### src/rtl/fetch_stage.sv
// Instruction fetch stage: drives the instruction memory request, owns the pc,
// and fills the IF/ID pipeline register. A one-entry skid buffer catches a word
// that completes while decode is stalled. Jumps and taken branches resolved in
// decode redirect the pc.
// Optional feature: define DELAY_SLOT_EN to keep and execute the instruction at
// branch/jump PC+4 (MIPS delay slot) instead of flushing it.
module fetch_stage #(
  parameter logic [31:0] RESET_PC = 32'h0000_0000
) (
  input  logic        clk,
  input  logic        reset,
  output logic [31:0] imem_addr,
  output logic        imem_req,
  input  logic [31:0] imem_data,
  input  logic        imem_ready,
  input  logic        stall,
  input  logic [1:0]  Jump,
  input  logic        Branch,
  input  logic        branch_taken,
  input  logic [31:0] branch_target,
  input  logic [31:0] jr_target,
  output logic [31:0] if_id_instr,
  output logic [31:0] if_id_pc4,
  output logic        if_id_valid,
  output logic [5:0]  opcode,
  output logic [5:0]  funct
);

  typedef enum logic [1:0] {
    FETCH      = 2'd0,
    HOLD       = 2'd1,
    REDIR_WAIT = 2'd2
  } state_t;

  state_t      state, state_n;
  logic [31:0] pc, pc_n;
  logic [31:0] instr_n, pc4_n;
  logic        valid_n;
  logic [31:0] skid_instr, skid_n;

`ifdef DELAY_SLOT_EN
  // Target held while the delay-slot instruction is still outstanding.
  logic        redir_pend, redir_pend_n;
  logic [31:0] redir_tgt, redir_tgt_n;
`endif

  logic [31:0] seq_pc;
  logic [31:0] jump_target;
  logic        redirect;
  logic [31:0] redir_target;
  logic [31:0] accept_pc;

  assign imem_addr = pc;
  assign opcode    = if_id_instr[31:26];
  assign funct     = if_id_instr[5:0];
  assign seq_pc    = pc + 32'd4;
  assign jump_target = {if_id_pc4[31:28], if_id_instr[25:0], 2'b00};

  // Redirect decision for the instruction sitting in IF/ID; Jump==3 is ignored.
  always_comb begin
    redirect     = 1'b0;
    redir_target = seq_pc;
    if (if_id_valid && !stall) begin
      if (Jump == 2'd2) begin
        redirect     = 1'b1;
        redir_target = jr_target;
      end else if (Jump == 2'd1) begin
        redirect     = 1'b1;
        redir_target = jump_target;
      end else if (Branch && branch_taken) begin
        redirect     = 1'b1;
        redir_target = branch_target;
      end
    end
  end

  // pc value to load when a word is accepted into IF/ID.
  always_comb begin
`ifdef DELAY_SLOT_EN
    if (redirect)
      accept_pc = redir_target;
    else if (redir_pend)
      accept_pc = redir_tgt;
    else
      accept_pc = seq_pc;
`else
    accept_pc = seq_pc;
`endif
  end

  // Request is withheld only while parked in HOLD or held in reset.
  always_comb begin
    imem_req = (state != HOLD) && !reset;
  end

  // Next-state and next register values for the whole stage.
  always_comb begin
    state_n = state;
    pc_n    = pc;
    instr_n = if_id_instr;
    pc4_n   = if_id_pc4;
    valid_n = if_id_valid;
    skid_n  = skid_instr;
`ifdef DELAY_SLOT_EN
    redir_pend_n = redir_pend;
    redir_tgt_n  = redir_tgt;
`endif

    case (state)
      HOLD: begin
        if (!stall) begin
          instr_n = skid_instr;
          pc4_n   = seq_pc;
          valid_n = 1'b1;
          pc_n    = accept_pc;
          state_n = FETCH;
          skid_n  = 32'd0;
`ifdef DELAY_SLOT_EN
          redir_pend_n = 1'b0;
`endif
        end
      end
      default: begin
        // FETCH, and REDIR_WAIT which is FETCH with a pending target.
        if (imem_ready) begin
          if (!stall) begin
            instr_n = imem_data;
            pc4_n   = seq_pc;
            valid_n = 1'b1;
            pc_n    = accept_pc;
            state_n = FETCH;
`ifdef DELAY_SLOT_EN
            redir_pend_n = 1'b0;
`endif
          end else begin
            skid_n  = imem_data;
            state_n = HOLD;
          end
        end else if (!stall) begin
          valid_n = 1'b0;
`ifdef DELAY_SLOT_EN
          // Delay slot not yet returned: park the target until it is.
          if (redirect) begin
            redir_pend_n = 1'b1;
            redir_tgt_n  = redir_target;
            state_n      = REDIR_WAIT;
          end
`endif
        end
      end
    endcase

`ifndef DELAY_SLOT_EN
    // Flush: the word at pc is the wrong path, drop it and refetch at target.
    if (redirect) begin
      pc_n    = redir_target;
      valid_n = 1'b0;
      skid_n  = 32'd0;
      state_n = FETCH;
    end
`endif
  end

  // State, pc, IF/ID and skid registers with synchronous reset.
  always_ff @(posedge clk) begin
    if (reset) begin
      state       <= FETCH;
      pc          <= RESET_PC;
      if_id_instr <= 32'd0;
      if_id_pc4   <= 32'd0;
      if_id_valid <= 1'b0;
      skid_instr  <= 32'd0;
`ifdef DELAY_SLOT_EN
      redir_pend  <= 1'b0;
      redir_tgt   <= 32'd0;
`endif
    end else begin
      state       <= state_n;
      pc          <= pc_n;
      if_id_instr <= instr_n;
      if_id_pc4   <= pc4_n;
      if_id_valid <= valid_n;
      skid_instr  <= skid_n;
`ifdef DELAY_SLOT_EN
      redir_pend  <= redir_pend_n;
      redir_tgt   <= redir_tgt_n;
`endif
    end
  end

endmodule

### config.mk
export PLATFORM = sky130hd
export DESIGN_NAME = fetch_stage
export DESIGN_NICKNAME = d
export VERILOG_FILES = /design/src/rtl/fetch_stage.sv
export SDC_FILE = /design/constraint.sdc
export NUM_CORES = 1
export LEC_CHECK = 0
export CAP_MARGIN = 20
export CORE_UTILIZATION = 42
export CTS_CLUSTER_SIZE = 10
export DETAILED_ROUTE_END_ITERATION = 10
export PLACE_DENSITY = 0.85
export SLEW_MARGIN = 15
export SYNTH_ARGS = -nofsm -noshare
export SYNTH_HDL_FRONTEND = slang
export SYNTH_SLANG_ARGS = --single-unit
### constraint.sdc
create_clock -name clk -period 2.2 [get_ports clk]
set_clock_uncertainty 0.2 [all_clocks]
set_input_delay 0.44 -clock clk [delete_from_list [all_inputs] [get_ports clk]]
set_output_delay 0.44 -clock clk [all_outputs]
set_load 0.01 [all_outputs]
==> results.py, run 1 <==
metrics = {
    "status": {
        "status": "complete, no violations",
    },
    "detailed_routing": {
        "vias": 7368,
        "drtIter0Drc": 616,
        "drc_errors": 0,
        "drtAntennaViolNets": 0,
        "drtPass1Iterations": 5,
        "wire_per_inst_um": 17.7,
        "routed_via_density": 5.56,
        "drt_wl_total_um": 23500,
    },
    "timing": {
        "rsz0062_at_grt": "true",
        "setup_violations": 0,
        "max_slew_margin_pct": 60.2,
        "worst_pin_slew_ns": 0.593,
        "whs_ns": 0.254,
        "fin_crit_sh_pct": 98.0,
        "hold_violations": 0,
        "finalWorstSetupSlack_ns": 0.0429,
        "min_period_ns": 2.16,
        "fmax_ghz": 0.464,
        "slew_viol_final": 0,
    },
    "placed_design": {
        "pre_cts_slack_ns": -0.463,
        "gp_congestion": 0.897,
        "io_buffers": 213,
        "hpwlAfterDp_um": 17300,
    },
    "run": {
        "maxCapViolations": 0,
    },
    "logic_synthesis": {
        "yosysSeqAreaShare_pct": 38.6,
        "synthDistinctLibCells": 56,
        "synth-seq-cells": 130,
        "avgSynthCellArea_sq_um": 7.80,
        "syn_area_sq_um": 6740,
        "syn_nets": 972,
        "ys.flop_type": "dfxtp_1",
        "netlist_top_cells_area": "dfxtp_1 39%, a211oi_1 7.9%, nand2_1 6.8%",
        "ys_async_sr_fraction_pct": 0,
        "synthTopCellsByCount": "130 x dfxtp_1, 123 x nand2_1, 82 x nor2_1",
        "yosys.area.top_type": "dfxtp_1",
        "syn_inst": 864,
        "ys_warn_count": 0,
        "post-synth-top-count-cell": "dfxtp_1",
        "synth_edf_count": 0,
        "synth_top_area_share_pct": 38.6,
    },
    "setup_path": {
        "cp_slowest_stage_delay_ns": 0.54,
        "required_ns": 1.56,
        "cp_data_arrival_time_ns": 1.52,
        "path_max_fanout": 4,
        "crit_type": "reg2out",
        "cpMaxStageDelayCell": "clkdlybuf4s50_1",
        "crit_chain": "buf_4, clkdlybuf4s50_1",
        "end_kind": "output pin",
        "start_kind": "flop",
    },
    "final_layout": {
        "ff_latch_area_sq_um": 2610,
        "nNetsFinal": 1207,
        "area_delta_synth_final_pct": 51.5,
        "n_fill_cell": 1282,
        "final_core_util_pct": 66.2,
        "multi_input_comb_area_sq_um": 3760,
        "drive_gt1_share_pct": 14.7,
    },
    "power_and_ir_drop": {
        "p_leak_nw": 3.66,
        "cellPowerDensity_nw_per_um2": 653,
        "internal-power_mw": 4.86,
        "switching_power_mw": 1.81,
        "sw_frac_of_total_pct": 27.2,
        "total_power_mw": 6.67,
        "seq_power_share_pct": 39.3,
        "comb_power_share_pct": 19.2,
        "clkPwrFrac_pct": 41.5,
        "max-vdd-ir-drop_uv": 541,
    },
    "clock_tree": {
        "insertion_delay_ns": 0.42,
        "tritoncts": "built",
        "ctsHoldBuffers": 0,
        "cts.path.max_buffers": 2,
        "cts_root_buf": "clkbuf_16",
        "htreeDepth": 4,
        "path_clk_slew_ns": 0.06,
        "post_cts_buffers": 0,
        "cts_inserted_buffers": 17,
        "clock-sinks": 130,
    },
    "global_route": {
        "grt_antenna_before_repair": 1,
        "grt_pass1_wl_um": 35300,
        "grt-ovfl-total": 0,
        "track_usage_pct": 27.8,
        "grt_max_degree": 35,
        "grt_pass1_vias": 6842,
    },
    "die": {
        "die_x_um": 129,
        "coreArea_sq_um": 15400,
        "dieArea_sq_um": 16600,
        "initial_core_util_pct": 43.7,
        "die_y_um": 129,
        "io_pins": 214,
        "num_rows": 45,
    },
    "hold_path": {
        "hp-class": "reg2reg",
    },
}
## final timing paths
| kind | startpoint | endpoint | slack [ns] | depth (start not counted) |
|---|---|---|---|---|
| min reg2reg | skid_instr[3] | skid_instr[3] | 0.25 | 2 |
| max | imem_addr[5] | imem_addr[5] | 0.04 | 2 |
| min | skid_instr[3] | skid_instr[3] | 0.25 | 2 |
| max reg2reg | imem_addr[2] | imem_addr[14] | 0.07 | 6 |
## placed cells by master (no fill, tap or decap), types with 3 or more instances in the layout
cell type / Yosys / final
a211oi_1: 71 / 70
nor4_1: 6 / 4
nor2b_1: 32 / 32
buf_12: 0 / 7
xor2_1: 23 / 23
and2_1: 3 / 3
o221ai_1: 3 / 3
dfxtp_2: 0 / 3
o22ai_1: 23 / 22
clkdlybuf4s50_1: 0 / 209
and3_1: 5 / 5
a21oi_1: 64 / 64
clkinv_2: 0 / 5
nor4_2: 4 / 6
inv_1: 11 / 11
o31ai_1: 3 / 3
nand3_1: 18 / 17
xnor2_1: 29 / 28
nor3_1: 40 / 40
a211oi_2: 4 / 5
nand2_1: 123 / 122
buf_6: 2 / 3
nand2b_1: 4 / 4
dfxtp_1: 130 / 126
o211ai_1: 3 / 3
o21ai_0: 35 / 35
clkinvlp_4: 0 / 3
nor2_1: 82 / 80
nand4_1: 14 / 14
clkbuf_16: 0 / 17
dlymetal6s2s_1: 0 / 3
buf_4: 15 / 86
## kinds of logic (layout without fill, tap and decap cells)
| logic type | count (synthesis) | in the layout | synth area share [%] |
|---|---|---|---|
| simple gates | 347 | 347 | 24.9 |
| compound gates | 225 | 225 | 21.7 |
| flops | 130 | 130 | 38.6 |
| buf+inv | 104 | 352 | 7.02 |
| xor+xnor | 52 | 52 | 6.76 |
| fa+ha+maj | 4 | 4 | 0.743 |
| mux | 2 | 2 | 0.297 |
| other cells | 0 | 1 | 0 |
## what timing repair did
action,4_1_cts,5_1_grt
setup endpoints to repair,10,21
pin swaps,1,3
gates cloned,0,0
resized for setup,2,21
## worst max-delay path, delay by kind of cell (launching register included)
kind	cells	cell delay [ns]
buf+inv	2	0.71
flops	1	0.38
## registers in the layout, indices dropped and copies added (netlist names)
signal / flops
if_id_valid: 1
skid_instr: 32
if_id_pc4: 32
imem_addr: 32
state: 1
if_id_instr: 32
## through the flow
step                setup TNS [ns]  instances  instance area (sq um)
floorplan                        0        864                   6750
global placement            -18.53       1291                   9540
detailed placement          -22.62       1291                   9540
CTS                              0       1323                  10100
global route              -0.00410       1324                  10200
finish                           0       1324                  10200
## layout make-up
type                            instances  area share, %
Multi-Input combinational cell        630           36.9
Timing Repair Buffer                  308           28.9
Sequential cell                       130           25.6
Clock buffer                           19           4.34
Tap cell                              211           2.59
Clock inverter                         13           1.31
Inverter                               12          0.441
Antenna cell                            1         0.0245
## metal layers
layer  global-route usage (%)  wire (um)  vias to the layer above
li1                         -          -                     3499
met1                     35.1       9540                     3415
met2                     44.6      11000                      399
met3                     7.15       2210                       55
met4                     12.1        715                        0
met5                        0          0                        -
## power by group through the flow
stage               clock, mW  sequential (mW)  combinational (mW)
global placement            0             2.66                1.24
detailed placement          0             2.67                1.25
global route             2.92             2.64                1.37
CTS                      2.78             2.62                1.26
finish                   2.77             2.62                1.28
floorplan                   0             2.68               0.546
(Power assumes the default switching activity.)
==> inputs of run 2 (changes only) <==
Settings changed: CTS_CLUSTER_SIZE 10 to 24, SLEW_MARGIN 15 to 20.
==> results of run 2 <==
Same layout as run 1: the final DEF is identical, and so are final timing and power.
